===== src/rtl/palette_anim_sequencer.sv =====
// palette_anim_sequencer
//   Generates the palette-scroll offset used by the image controller
//   (block = f(x,y) - offset). A small command engine selects forward,
//   reverse, ping-pong, pause or single-step animation. A programmable
//   frame divider sets the step rate. Offset only moves on a frame edge,
//   so the picture never tears mid-frame.
// Ports
//   CLK_IN, RST_IN     clock, synchronous active-high reset
//   FRAME_CLOCK        async frame level; a rising edge marks frame start
//   cmd_valid/ready    1-deep command slot handshake
//   cmd_op, cmd_arg    opcode / argument of the command
//   offset             current palette offset
//   offset_update      1-cycle pulse on every offset write
//   mode, ping_dir     current animation mode / ping-pong direction
module palette_anim_sequencer #(
  parameter int OFFSET_W    = 8,
  parameter int DIV_W       = 4,
  parameter int DEFAULT_DIV = 5
) (
  input  logic                CLK_IN,
  input  logic                RST_IN,
  input  logic                FRAME_CLOCK,
  input  logic                cmd_valid,
  output logic                cmd_ready,
  input  logic [2:0]          cmd_op,
  input  logic [OFFSET_W-1:0] cmd_arg,
  output logic [OFFSET_W-1:0] offset,
  output logic                offset_update,
  output logic [1:0]          mode,
  output logic                ping_dir
);

  localparam logic [1:0] M_PAUSE = 2'd0;
  localparam logic [1:0] M_FWD   = 2'd1;
  localparam logic [1:0] M_REV   = 2'd2;
  localparam logic [1:0] M_PING  = 2'd3;

  localparam logic [2:0] OP_NOP     = 3'd0;
  localparam logic [2:0] OP_SET_DIV = 3'd1;
  localparam logic [2:0] OP_FWD     = 3'd2;
  localparam logic [2:0] OP_REV     = 3'd3;
  localparam logic [2:0] OP_PAUSE   = 3'd4;
  localparam logic [2:0] OP_SET_OFF = 3'd5;
  localparam logic [2:0] OP_PING    = 3'd6;
  localparam logic [2:0] OP_STEP    = 3'd7;

  localparam logic [OFFSET_W-1:0] OFF_ONE = OFFSET_W'(1);
  localparam logic [OFFSET_W-1:0] OFF_MAX = '1;

  // Frame-edge synchroniser; reset to 1 so a level already high at
  // reset release does not look like a fresh frame start.
  logic s1_q, s2_q, s3_q;
  logic fe;

  logic                pend_q, pend_d;
  logic [2:0]          pend_op_q, pend_op_d;
  logic [OFFSET_W-1:0] pend_arg_q, pend_arg_d;
  logic [OFFSET_W-1:0] offset_q, offset_d;
  logic                upd_q, upd_d;
  logic [1:0]          mode_q, mode_d;
  logic                dir_q, dir_d;
  logic [DIV_W-1:0]    div_q, div_d;
  logic [DIV_W-1:0]    div_cnt_q, div_cnt_d;

  assign fe = s2_q & ~s3_q;

  always_comb begin
    pend_d     = pend_q;
    pend_op_d  = pend_op_q;
    pend_arg_d = pend_arg_q;
    offset_d   = offset_q;
    upd_d      = 1'b0;
    mode_d     = mode_q;
    dir_d      = dir_q;
    div_d      = div_q;
    div_cnt_d  = div_cnt_q;

    if (fe) begin
      if (pend_q) begin
        // A frame that applies a command never takes a divider step.
        pend_d    = 1'b0;
        div_cnt_d = '0;
        case (pend_op_q)
          OP_SET_DIV: div_d  = pend_arg_q[DIV_W-1:0];
          OP_FWD:     mode_d = M_FWD;
          OP_REV:     mode_d = M_REV;
          OP_PAUSE:   mode_d = M_PAUSE;
          OP_SET_OFF: begin offset_d = pend_arg_q; upd_d = 1'b1; end
          OP_PING:    begin mode_d = M_PING; dir_d = 1'b0; end
          OP_STEP:    begin offset_d = offset_q + OFF_ONE; upd_d = 1'b1; end
          default:    ; // NOP
        endcase
      end else if (mode_q != M_PAUSE) begin
        if (div_cnt_q == div_q) begin
          div_cnt_d = '0;
          upd_d     = 1'b1;
          case (mode_q)
            M_FWD: offset_d = offset_q + OFF_ONE;
            M_REV: offset_d = offset_q - OFF_ONE;
            default: begin
              // Ping-pong bounces off the ends without repeating them.
              if (!dir_q) begin
                if (offset_q == OFF_MAX) begin
                  dir_d = 1'b1; offset_d = OFF_MAX - OFF_ONE;
                end else offset_d = offset_q + OFF_ONE;
              end else begin
                if (offset_q == '0) begin
                  dir_d = 1'b0; offset_d = OFF_ONE;
                end else offset_d = offset_q - OFF_ONE;
              end
            end
          endcase
        end else begin
          div_cnt_d = div_cnt_q + DIV_W'(1);
        end
      end
    end

    // Slot is only free when nothing is pending, so a command accepted
    // on a frame-edge cycle waits for the following frame.
    if (cmd_valid && !pend_q) begin
      pend_d     = 1'b1;
      pend_op_d  = cmd_op;
      pend_arg_d = cmd_arg;
    end
  end

  always_ff @(posedge CLK_IN) begin
    if (RST_IN) begin
      s1_q       <= 1'b1;
      s2_q       <= 1'b1;
      s3_q       <= 1'b1;
      pend_q     <= 1'b0;
      pend_op_q  <= OP_NOP;
      pend_arg_q <= '0;
      offset_q   <= '0;
      upd_q      <= 1'b0;
      mode_q     <= M_FWD;
      dir_q      <= 1'b0;
      div_q      <= DIV_W'(DEFAULT_DIV);
      div_cnt_q  <= '0;
    end else begin
      s1_q       <= FRAME_CLOCK;
      s2_q       <= s1_q;
      s3_q       <= s2_q;
      pend_q     <= pend_d;
      pend_op_q  <= pend_op_d;
      pend_arg_q <= pend_arg_d;
      offset_q   <= offset_d;
      upd_q      <= upd_d;
      mode_q     <= mode_d;
      dir_q      <= dir_d;
      div_q      <= div_d;
      div_cnt_q  <= div_cnt_d;
    end
  end

  assign cmd_ready     = ~pend_q;
  assign offset        = offset_q;
  assign offset_update = upd_q;
  assign mode          = mode_q;
  assign ping_dir      = dir_q;

endmodule


===== config.mk =====
export PLATFORM = sky130hd
export DESIGN_NAME = palette_anim_sequencer
export DESIGN_NICKNAME = d
export VERILOG_FILES = /design/src/rtl/palette_anim_sequencer.sv
export SDC_FILE = /design/constraint.sdc
export NUM_CORES = 1
export LEC_CHECK = 0
export BUFFER_PORTS_ARGS = -buffer_cell sky130_fd_sc_hd__buf_2
export CAP_MARGIN = 20
export CORE_UTILIZATION = 65
export CTS_BUF_LIST = sky130_fd_sc_hd__clkbuf_2 sky130_fd_sc_hd__clkbuf_4 sky130_fd_sc_hd__clkbuf_8
export DETAILED_ROUTE_END_ITERATION = 8
export HOLD_SLACK_MARGIN = 0.03
export PLACE_DENSITY = 0.89
export SYNTH_ARGS = -nofsm -noshare
export SYNTH_HDL_FRONTEND = slang
export SYNTH_SLANG_ARGS = --single-unit

===== constraint.sdc =====
create_clock -name CLK_IN -period 2.8 [get_ports CLK_IN]
set_input_delay 0.28 -clock CLK_IN [delete_from_list [all_inputs] [get_ports CLK_IN]]
set_output_delay 0.28 -clock CLK_IN [all_outputs]
set_load 0.05 [all_outputs]

# Word-level counts from Yosys, hierarchy flattened
# Cells that the tools add are included.
# word_totals
input_bits,15
output_inout_bits,13
register_bits,35
# classes
addsub,3
n_reduce_logical,16
n_mux,26
bitwise_logic,4
n_eq_ne,14
# ops
operator,n
2-to-1 mux 8 bit,6
one-hot mux 8 bit (2 select lines),2
2-to-1 mux 1 bit,14
== test 3 bit (second input constant),4
2-to-1 mux 4 bit,3
adder 8 x 1 -> 8 bit (second input constant),1
== test 8 bit (second input constant),1
zero test 8 bit,1
one-hot mux 2 bit (4 select lines),1
nonzero test 2 bit,4
subtractor 8 x 1 -> 8 bit (second input constant),1
== test 3 x 2 -> 1 bit (second input constant),2
AND reduction 3 bit,2
OR reduction 2 bit,3
AND reduction 5 bit,1
adder 4 x 1 -> 4 bit (second input constant),1
== test 4 bit,1
!= test 2 x 1 -> 1 bit (second input constant),2
AND reduction 4 bit,1
nonzero test 4 bit,1
== test 3 x 1 -> 1 bit (second input constant),1
!= test 3 x 1 -> 1 bit (second input constant),1
inverter 1 bit,3
== test 2 x 1 -> 1 bit (second input constant),1
other kinds (5),5

# Depth between registers and ports, before layout
# Gate-level depths: netlist (run 1).
# depth
depth_word,7
ltp_mapped,8
ltp_nobuf,7

# Least setup slack after synthesis (run 1)
# No wires, ideal clock.
# synth_path
path_type,reg-to-reg
startpoint,register mode_q[0] (netlist: mode[0])
endpoint,register offset_q[0] (netlist: offset[0])
path_buffers,1
setup_ps,101
slack_ps,449
arrival_ps,2250
stages_incl_launch_ff,9
required_ps,2699
cell_sequence,dfxtp_1 inv_1 ha_1 clkbuf_1 clkinv_1 a211oi_1 a311o_1 a21oi_1 o41ai_1
# synth_between
elab_chain_len,5
word_cells_on_any_way,9
# synth_lines
item,line_no,text
from (decl),60,"logic [1:0] mode_q, mode_d;"
from (signal assigned),151,mode_q <= mode_d;
== test 2 bit or == test 2 x 1 -> 1 bit (tied branches),97,case (mode_q)
one-hot mux 8 bit (2 select lines),97,
2-to-1 mux 8 bit,94,if (div_cnt_q == div_q) begin
2-to-1 mux 8 bit,93,end else if (mode_q != M_PAUSE) begin
2-to-1 mux 8 bit,79,if (pend_q) begin
to (signal assigned),149,offset_q <= offset_d;
to (decl),58,"logic [OFFSET_W-1:0] offset_q, offset_d;"
# Several ways; a longest one is shown, not always the timed one. The select of a mux whose other input is x is not followed.
# A chain may end at the register's enable or synchronous reset.

# Worst setup path after layout (run 1)
# layout_path
startpoint,register mode_q[1] (netlist: mode[1])
endpoint,register offset_q[0] (netlist: offset[0])
# The elaborated chain is that of the path after synthesis.

==> results of run 1 <==
cell families (layout without fill, tap and decap cells):
| group | after synthesis | after routing | synth area share |
|---|---|---|---|
| adders and majority gates | 7 | 7 | 0.0366 |
| AOI/OAI and AO/OA | 87 | 87 | 0.251 |
| buffers and inverters | 37 | 53 | 0.0961 |
| xor gates and xnor gates | 15 | 15 | 0.0548 |
| muxes | 9 | 9 | 0.0402 |
| and+or+nand+nor | 109 | 109 | 0.229 |
| DFF | 35 | 35 | 0.292 |
worst max-delay path: cells and delay by family, from the launching register on:
kind,cells,cell delay (ns)
buffers and inverters,2,0.45
adders and majority gates,1,0.50
AOI/OAI and AO/OA,4,0.86
DFF,1,0.40
where the power goes:
part | switching [W] | internal, W
sequential | 0.0000138 | 0.000510
combinational | 0.0000483 | 0.0000276
clock | 0.000197 | 0.000293
cell usage after synthesis, types with 2 or more instances:
library cell   n  area (um2)
a211oi_1       3        22.5
nand2_1       41         154
nor2_1        17        63.8
xor2_1         4        35.0
ha_1           7        87.6
clkbuf_8       4        55.1
inv_1         14        52.6
nor4_1         2        12.5
o21ai_0       14        70.1
xnor2_1       11        96.3
a31oi_1        5        31.3
a221oi_1       5        43.8
buf_4          2        15.0
o211ai_1       7        52.6
nand3_1        9        45.0
nor4b_1        2        17.5
nand4_1        4        25.0
clkbuf_1      13        48.8
o31ai_1        3        22.5
a21oi_1       26         130
mux2i_1        7        70.1
and3_1         4        25.0
or3_1          2        12.5
nor3_1        11        55.1
a41oi_1        3        26.3
o31a_1         2        17.5
a22o_1         2        17.5
dfxtp_1       35         701
nand2b_1       4        25.0
or2_2          3        18.8
registers in the layout, summed over array words and instances, names as in the netlist:
signal         count
s2_q               1
ping_dir           1
pend_arg_q         8
pend_op_q          3
mode               2
div_q              4
offset             8
offset_update      1
s3_q               1
s1_q               1
pend_q             1
div_cnt_q          4
cell type report:
| cell class | instances | area [um2] | share of cell area |
|---|---|---|---|
| timing repair buffer | 30 | 158 | 0.0616 |
| clock buffer | 6 | 82.6 | 0.0323 |
| tap | 46 | 57.6 | 0.0225 |
| clock inverter | 2 | 38.8 | 0.0152 |
| inverter | 15 | 56.3 | 0.0220 |
| sequential | 35 | 701 | 0.274 |
| multi-input combinational | 227 | 1470 | 0.573 |
stage by stage:
stage	hold slack, ns	instances	total power, W	setup slack [ns]	cell area, um2
floorplan	0.384	299	0.000588	0.449	2400
global placement	0.394	353	0.000607	0.712	2440
detailed placement	0.395	353	0.000609	0.614	2440
CTS	0.163	361	0.00109	0.592	2560
global route	0.158	361	0.00113	0.365	2560
finish	0.164	361	0.00109	0.508	2560
metal layers:
metal,vias up,wire [um],global-route usage
met2,164,2690,0.500
met1,1019,2480,0.396
met4,0,165,0.145
met3,28,561,0.0712
met5,-,0,0
li1,1105,-,-
worst paths after layout:
check               from        end  cells past startpoint
max reg2reg      mode[1]  offset[0]                      7
max              mode[1]  offset[0]                      7
min          FRAME_CLOCK       s1_q                      2
min reg2reg         s1_q       s2_q                      1
layout by cell type (no fill, tap or decap), types with 2 or more instances in the layout:
cell type / netlist / routed
nor4_1: 2 / 2
a221oi_1: 5 / 5
nor2_1: 17 / 17
nand4_1: 4 / 4
inv_1: 14 / 14
nand3_1: 9 / 9
or2_2: 3 / 3
nor4b_1: 2 / 2
or3_1: 2 / 2
buf_4: 2 / 3
xnor2_1: 11 / 11
a211oi_1: 3 / 3
nor3_1: 11 / 11
a31oi_1: 5 / 5
xor2_1: 4 / 4
o21ai_0: 14 / 14
o211ai_1: 7 / 7
a22o_1: 2 / 2
o31ai_1: 3 / 3
a41oi_1: 3 / 3
nand2_1: 41 / 41
o31a_1: 2 / 2
a21oi_1: 26 / 26
nand2b_1: 4 / 4
dfxtp_1: 35 / 35
buf_2: 0 / 27
mux2i_1: 7 / 7
clkbuf_8: 4 / 6
and3_1: 4 / 4
ha_1: 7 / 7
==> flow_summary.toml, run 1 <==
[timing]
finalSetupTns_ns = 0
period_share = 0.819
finClkSkew_ns = 0.00492
fmax_mhz = 436
fin_crit_ns = 2.29
rsz0062_at_grt = "false"
setup_violations = 0
tightest_slew_ns = 0.678
slew_violations = 0
final_hold_viol_count = 0
relSlewSlack = 0.547

[floorplanning]
num_rows = 21
die_w_um = 62.7
die_area_mm2 = 0.00393
core_mm2 = 0.00344
die_y_um = 62.7
io_pins = 28
start_util = 0.696

[job]
max-cap-violations = 0

[setup_path]
cp_slowest_cell = "ha_1"
worst_ep_arrival_time_ns = 2.49
path_class = "reg2reg"
critPathCaptureType = "flop"
max_stage_delay_ns = 0.50
path_cells = "inv_1 > ha_1 > clkinv_1 > a211oi_1 > a311o_1 > a21oi_1 > o41ai_1"
worstPathRequired_ns = 2.99
critPathMaxFanout = 10
cp-start-kind = "flop"
r2r_setup_slack_ns = 0.51

[detailed_routing]
num_vias = 2316
viasPerCell = 6.42
postRouteAntennaNets = 0
wl_per_cell_um = 16.3
drc = 0
drt_iter0_markers = 293
drt-total-wl_um = 5900
drtPass1Iterations = 6

[cts]
cts_buffer_depth = 2
cts.sinks = 35
postCtsHoldBufs = 0
clkLatencyLatePin_ns = 0.29
cts_made_buffers = 5
clkSlewWorstSetupHoldPaths_ns = 0.08
cts_root_buf = "clkbuf_8"
cts.repair.resized = 0
post_cts_buffers = 0
cts_tree = "yes"
cts.htree.levels = 2

[yosys]
avgSynthCellArea_um2 = 8.01
synth_edf_count = 0
dominantRegCellSynth = "dfxtp_1"
ys_seq_area_frac = 0.292
async_flop_share = 0
synthCells = 299
syn-num-nets = 321
ys_ff_latch = 35
yosys_warnings = 0
synth.distinct_cells = 63
syn_area_mm2 = 0.00240

[final_layout]
layout-drive-gt1-share = 0.168
nets = 336
areaGrowthSynthToFinish_pct = 6.79
diodes = 0
fin_util = 0.743
nFillCells = 260

[power]
power.density_mw_per_mm2 = 426
vdd_drop_max_v = 0.000324
leakagePower_nw = 1.02

[grt]
grt_pass1_vias = 2115
antenna_found_initial = 0
overflow = 0
grt_max_degree = 26
grt_pass1_wl_um = 9740
grt_usage = 0.312

[placement]
io_buffers = 27
place.gp.congestion = 1.01
dp_hpwl_um = 4190

[status]
run_status = "complete, no violations"

[hold_path]
hold_class = "in2reg"
Power figures use the tool's default switching activity.
==> run 2, diff against run 1 <==
--- a/config.mk
+++ b/config.mk
@@ -5,13 +5,14 @@
 export SDC_FILE = /design/constraint.sdc
 export NUM_CORES = 1
 export LEC_CHECK = 0
+export ABC_AREA = 1
 export BUFFER_PORTS_ARGS = -buffer_cell sky130_fd_sc_hd__buf_2
 export CAP_MARGIN = 20
-export CORE_UTILIZATION = 65
+export CORE_UTILIZATION = 54
 export CTS_BUF_LIST = sky130_fd_sc_hd__clkbuf_2 sky130_fd_sc_hd__clkbuf_4 sky130_fd_sc_hd__clkbuf_8
 export DETAILED_ROUTE_END_ITERATION = 8
 export HOLD_SLACK_MARGIN = 0.03
-export PLACE_DENSITY = 0.89
+export PLACE_DENSITY = 0.79
 export SYNTH_ARGS = -nofsm -noshare
 export SYNTH_HDL_FRONTEND = slang
 export SYNTH_SLANG_ARGS = --single-unit
==> constraint.sdc (replaced) <==
create_clock -name CLK_IN -period 1.9 [get_ports CLK_IN]
set_input_delay 0.19 -clock CLK_IN [delete_from_list [all_inputs] [get_ports CLK_IN]]
set_output_delay 0.19 -clock CLK_IN [all_outputs]
set_load 0.05 [all_outputs]
==> flow_summary.toml, run 2 <==
[final_layout]
final_cell_mix = "nand2_1 (103), nor2_1 (47), inv_1 (46)"
nFillCells = 370
areaGrowthSynthToFinish_pct = 13.2
diodes = 0
mostFrequentLayoutCell = "nand2_1"
fin_cells = 454
nets = 425
layout-drive-gt1-share = 0.153
design_area_mm2 = 0.00259

[yosys]
synth_top_area_frac = 0.307
synth_edf_count = 0
synth.distinct_cells = 26
yosys.area.top_type = "dfxtp_1"
ys_seq_area_frac = 0.307
syn-num-nets = 395
ys_ff_latch = 35
synthTopCellsByArea = "dfxtp_1 (31%), nand2_1 (17%), nor2_1 (7.9%), inv_1 (7.6%), o21ai_0 (6.8%)"
async_flop_share = 0
avgSynthCellArea_um2 = 6.13
synthCells = 373
dominantRegCellSynth = "dfxtp_1"
synthMostInstantiatedCell = "nand2_1"
yosys_warnings = 0
synthTopCellsByCount = "nand2_1 (103), nor2_1 (48), inv_1 (46)"
syn_area_mm2 = 0.00229

[floorplanning]
core_mm2 = 0.00403
die_y_um = 67.1
die_w_um = 67.1
num_rows = 23
start_util = 0.567
io_pins = 28
die_area_mm2 = 0.00450

[detailed_routing]
drc = 0
drt_iter0_markers = 150
drtPass1Iterations = 4
postRouteAntennaNets = 0
wl_per_cell_um = 12.9
num_vias = 2489
drt-total-wl_um = 5850
viasPerCell = 5.48

[power]
internal_power_w = 0.00117
power.density_mw_per_mm2 = 616
p_comb_frac = 0.125
p_sw_frac = 0.264
power.net_switching_w = 0.000420
power_w = 0.00160
power_frac_clock = 0.384
share_seq_of_total_power = 0.492
leakagePower_nw = 1.30
vdd_drop_max_v = 0.000460

[setup_path]
critPathCaptureType = "flop"
worstPathRequired_ns = 2.12
critPathLaunch = "offset[1]"
cp-start-kind = "flop"
path_class = "reg2reg"
worst_ep_arrival_time_ns = 1.95
r2r-start = "offset[1]"
critPathMaxFanout = 7

[cts]
postCtsHoldBufs = 0
cts_made_buffers = 5
clkSlewWorstSetupHoldPaths_ns = 0.07
clkLatencyLatePin_ns = 0.29
cts_buffer_depth = 2
cts.sinks = 35
cts_root_buf = "clkbuf_8"
cts_tree = "yes"
cts.repair.resized = 0
post_cts_buffers = 0
cts.htree.levels = 2

[grt]
overflow = 0
grt_pass1_wl_um = 9500
antenna_found_initial = 0
grt_max_degree = 17
grt_usage = 0.285
grt_pass1_vias = 2095

[timing]
slew_violations = 0
tightest_slew_ns = 0.449
relSlewSlack = 0.700
final_hold_viol_count = 0
finalSetupTns_ns = 0
fin_crit_ns = 1.74
finClkSkew_ns = 0.00244
period_share = 0.913
rsz0062_at_grt = "false"
setup_violations = 0
fmax_mhz = 576

[job]
max-cap-violations = 0

[placement]
place_area_mm2 = 0.00248
dp_hpwl_um = 4370
place_inst = 446
io_buffers = 27
place.gp.congestion = 0.933

[status]
run_status = "complete, no violations"

[hold_path]
hold_class = "in2reg"
min_from = "FRAME_CLOCK"
-- run 2: cell count changes in the layout (fill, tap and decap cells not counted), sizes merged, moves of 7 or more --
cell,previous run,this run
mux2i,7,0
nor3,11,3
o21ai,15,33
nand2,41,106
xnor2,11,0
inv,15,48
nand3,9,29
nor2,17,56
-- run 2: cells by family (layout without fill, tap and decap cells) --
kind of cell               after synthesis  in the layout  share of synthesized area
AOI/OAI and AO/OA                       68             68                      0.161
xor gates and xnor gates                 3              3                     0.0115
adders and majority gates                7              7                     0.0383
buffers and inverters                   59             90                      0.103
DFF                                     35             35                      0.307
and+or+nand+nor                        201            201                      0.379
-- run 2: worst paths after layout --
kind | slack (ns) | cells after the start | to
hold reg to reg | 0.42 | 1 | s2_q
setup reg to reg | 0.16 | 9 | offset[4]
hold / removal | 0.08 | 2 | s1_q
setup / recovery | 0.16 | 9 | offset[4]
-- run 2: area by class of cell --
| cell class | instances | area (um2) | area share |
|---|---|---|---|
| Clock buffer | 8 | 104 | 0.0401 |
| Sequential cell | 35 | 702 | 0.271 |
| Multi-Input combinational cell | 279 | 1350 | 0.522 |
| Tap cell | 50 | 62.6 | 0.0242 |
| Inverter | 48 | 180 | 0.0696 |
| Timing Repair Buffer | 34 | 188 | 0.0725 |
-- run 2: metrics by stage --
stage,setup slack [ns],utilization,hold WS [ns]
6_report,0.165,0.642,0.0846
5_1_grt,0.0428,0.642,0.0781
4_1_cts,0.173,0.642,0.0816
3_5_place_dp,0.189,0.616,0.380
3_3_place_gp,0.181,0.616,0.373
2_1_floorplan,0.0642,-,0.294
-- run 2: layer usage --
metal | up-vias | global-route usage | wire, um
li1 | 1247 | - | -
met4 | 0 | 0.130 | 143
met1 | 1125 | 0.373 | 2690
met5 | - | 0 | 0
met2 | 101 | 0.445 | 2610
met3 | 16 | 0.0531 | 414
-- run 2: power by group through the flow --
stage               logic (W)  registers (W)  clock network [W]
floorplan            0.000133       0.000801                  0
global placement     0.000192       0.000798                  0
detailed placement   0.000195       0.000799                  0
CTS                  0.000197       0.000783           0.000630
global route         0.000220       0.000786           0.000657
finish               0.000199       0.000784           0.000612
-- run 2: critical path, stage by stage, from the launching register on --
cell and delay, ns:
dfxtp_1 0.46, ha_1 0.24, nand2_1 0.13, nor2_1 0.20
nand2_1 0.07, nand2_1 0.09, inv_1 0.06, o21ai_0 0.16
a21oi_1 0.09, a21oi_1 0.16
==> run 3, diff against run 2 <==
--- a/config.mk
+++ b/config.mk
@@ -8,11 +8,11 @@
 export ABC_AREA = 1
 export BUFFER_PORTS_ARGS = -buffer_cell sky130_fd_sc_hd__buf_2
 export CAP_MARGIN = 20
-export CORE_UTILIZATION = 54
-export CTS_BUF_LIST = sky130_fd_sc_hd__clkbuf_2 sky130_fd_sc_hd__clkbuf_4 sky130_fd_sc_hd__clkbuf_8
+export CORE_UTILIZATION = 62
 export DETAILED_ROUTE_END_ITERATION = 8
 export HOLD_SLACK_MARGIN = 0.03
-export PLACE_DENSITY = 0.79
+export PLACE_DENSITY = 0.85
+export SETUP_SLACK_MARGIN = 0.15
 export SYNTH_ARGS = -nofsm -noshare
 export SYNTH_HDL_FRONTEND = slang
 export SYNTH_SLANG_ARGS = --single-unit
==> constraint.sdc (replaced) <==
create_clock -name CLK_IN -period 2 [get_ports CLK_IN]
set_input_delay 0.2 -clock CLK_IN [delete_from_list [all_inputs] [get_ports CLK_IN]]
set_output_delay 0.2 -clock CLK_IN [all_outputs]
set_load 0.05 [all_outputs]
==> flow_summary.toml, run 3 (synthesized netlist as in run 2, its figures left out) <==
[timing]
relSlewSlack = 0.711
slew_violations = 0
finalWorstSetupSlack_ns = 0.321
rsz0062_at_grt = "false"
fin_crit_ns = 1.68
finClkSkew_ns = 0.0112
timing.hold.ws_ns = 0.0895
tightest_slew_ns = 0.433
finalSetupTns_ns = 0
final_hold_viol_count = 0
setup_violations = 0
period_share = 0.839
fmax_mhz = 596

[detailed_routing]
drt_iter0_markers = 214
drc = 0
viasPerCell = 5.44
drtPass1Iterations = 6
num_vias = 2428
wl_per_cell_um = 13.0
drt-total-wl_um = 5810
postRouteAntennaNets = 0

[floorplanning]
die_area_mm2 = 0.00393
num_rows = 21
die_w_um = 62.7
core_mm2 = 0.00344
io_pins = 28
die_y_um = 62.7
start_util = 0.664

[hold_path]
hold_class = "in2reg"
min_from = "FRAME_CLOCK"
hold_depth = 2
min_to = "s1_q"

[final_layout]
design_area_mm2 = 0.00253
nets = 421
final_cell_mix = "nand2_1 (103), nor2_1 (47), inv_1 (46)"
layout-drive-gt1-share = 0.143
fin_util = 0.736
areaGrowthSynthToFinish_pct = 10.8
nFillCells = 318
diodes = 0
mostFrequentLayoutCell = "nand2_1"

[setup_path]
r2r-start = "mode[1]"
r2r_setup_slack_ns = 0.32
critPathCaptureType = "flop"
path_class = "reg2reg"
reg2reg_to = "ping_dir"
critPathMaxFanout = 6
rr_worst_depth = 9
worstPathRequired_ns = 2.18
cp-start-kind = "flop"
worst_ep_arrival_time_ns = 1.86

[placement]
place.gp.congestion = 0.914
io_buffers = 27
dp_hpwl_um = 4350
dpl_worst_slack_ns = 0.302
place_area_mm2 = 0.00245

[cts]
clkLatencyLatePin_ns = 0.30
clkSlewWorstSetupHoldPaths_ns = 0.08
cts_tree = "yes"
cts.htree.levels = 2
cts_made_buffers = 5
cts_root_buf = "clkbuf_8"
post_cts_buffers = 0
cts_buffer_depth = 2
cts.sinks = 35

[grt]
antenna_found_initial = 0
grt_usage = 0.316
grt_pass1_wl_um = 9720
overflow = 0
grt_max_degree = 19
grt_pass1_vias = 2176

[power]
power.net_switching_w = 0.000409
leakagePower_nw = 1.27
vdd_drop_max_v = 0.000555
power.density_mw_per_mm2 = 567
power_frac_clock = 0.354
internal_power_w = 0.00103
p_sw_frac = 0.284
share_seq_of_total_power = 0.518
p_comb_frac = 0.128

[status]
run_status = "complete, no violations"

[job]
max-cap-violations = 0
==> run 3: cell types whose count changed in the layout (fill, tap and decap cells not counted) <==
cell	previous run	this run
clkinv_2	0	1
clkbuf_8	7	5
clkinvlp_4	0	1
buf_4	7	3
clkbuf_4	1	0
clkbuf_1	0	1
==> run 3: power groups by stage <==
stage	Clock (W)	Sequential, W	Combinational (W)
4_1_cts	0.000511	0.000744	0.000181
6_report	0.000509	0.000744	0.000184
3_3_place_gp	0	0.000759	0.000177
2_1_floorplan	0	0.000761	0.000127
3_5_place_dp	0	0.000760	0.000180
5_1_grt	0.000547	0.000747	0.000206
==> run 3: critical path: stages, from the launching register on <==
cell	delay [ns]
dfxtp_1	0.38
inv_1	0.08
ha_1	0.41
inv_1	0.12
nor2_2	0.22
a21oi_1	0.07
nand3_1	0.10
nand2_1	0.05
o21ai_0	0.07
nor2_1	0.05
==> run 3: stage by stage <==
step           instances  total power, W
2_1_floorplan        373        0.000888
6_report             446         0.00144
3_5_place_dp         438        0.000939
5_1_grt              446         0.00150
3_3_place_gp         438        0.000936
4_1_cts              446         0.00144
==> run 3: timing repair <==
item                       in CTS  in global routing
setup endpoints to repair       0                  1
gates resized for setup         0                  1
hold buffers                    0                  0
==> run 3: how the worst max path moves through the flow <==
stage	cells past startpoint	from	to
finish	9	mode[1]	ping_dir
CTS	9	mode[0]	ping_dir
global route	10	offset[0]	offset[4]
floorplan	8	mode[0]	ping_dir
detailed placement	9	mode[0]	ping_dir
global placement	9	mode[0]	ping_dir
==> run 3: per-layer routing <==
| layer | up-vias | global-route usage | wire [um] |
|---|---|---|---|
| met5 | - | 0 | 0 |
| met4 | 0 | 0.119 | 102 |
| met3 | 14 | 0.0620 | 412 |
| met2 | 106 | 0.512 | 2580 |
| met1 | 1067 | 0.414 | 2710 |
| li1 | 1241 | - | - |
==> run 3: area by class of cell <==
cell class              count  area (um2)  share of cell area
clock buffers               6        72.6              0.0286
clock inverters             2        12.5             0.00494
inverters                  48         180              0.0711
flip-flops and latches     35         702               0.277
multi-input cells         279        1350               0.533
repair buffers             30         158              0.0622
well taps                  46        57.6              0.0227
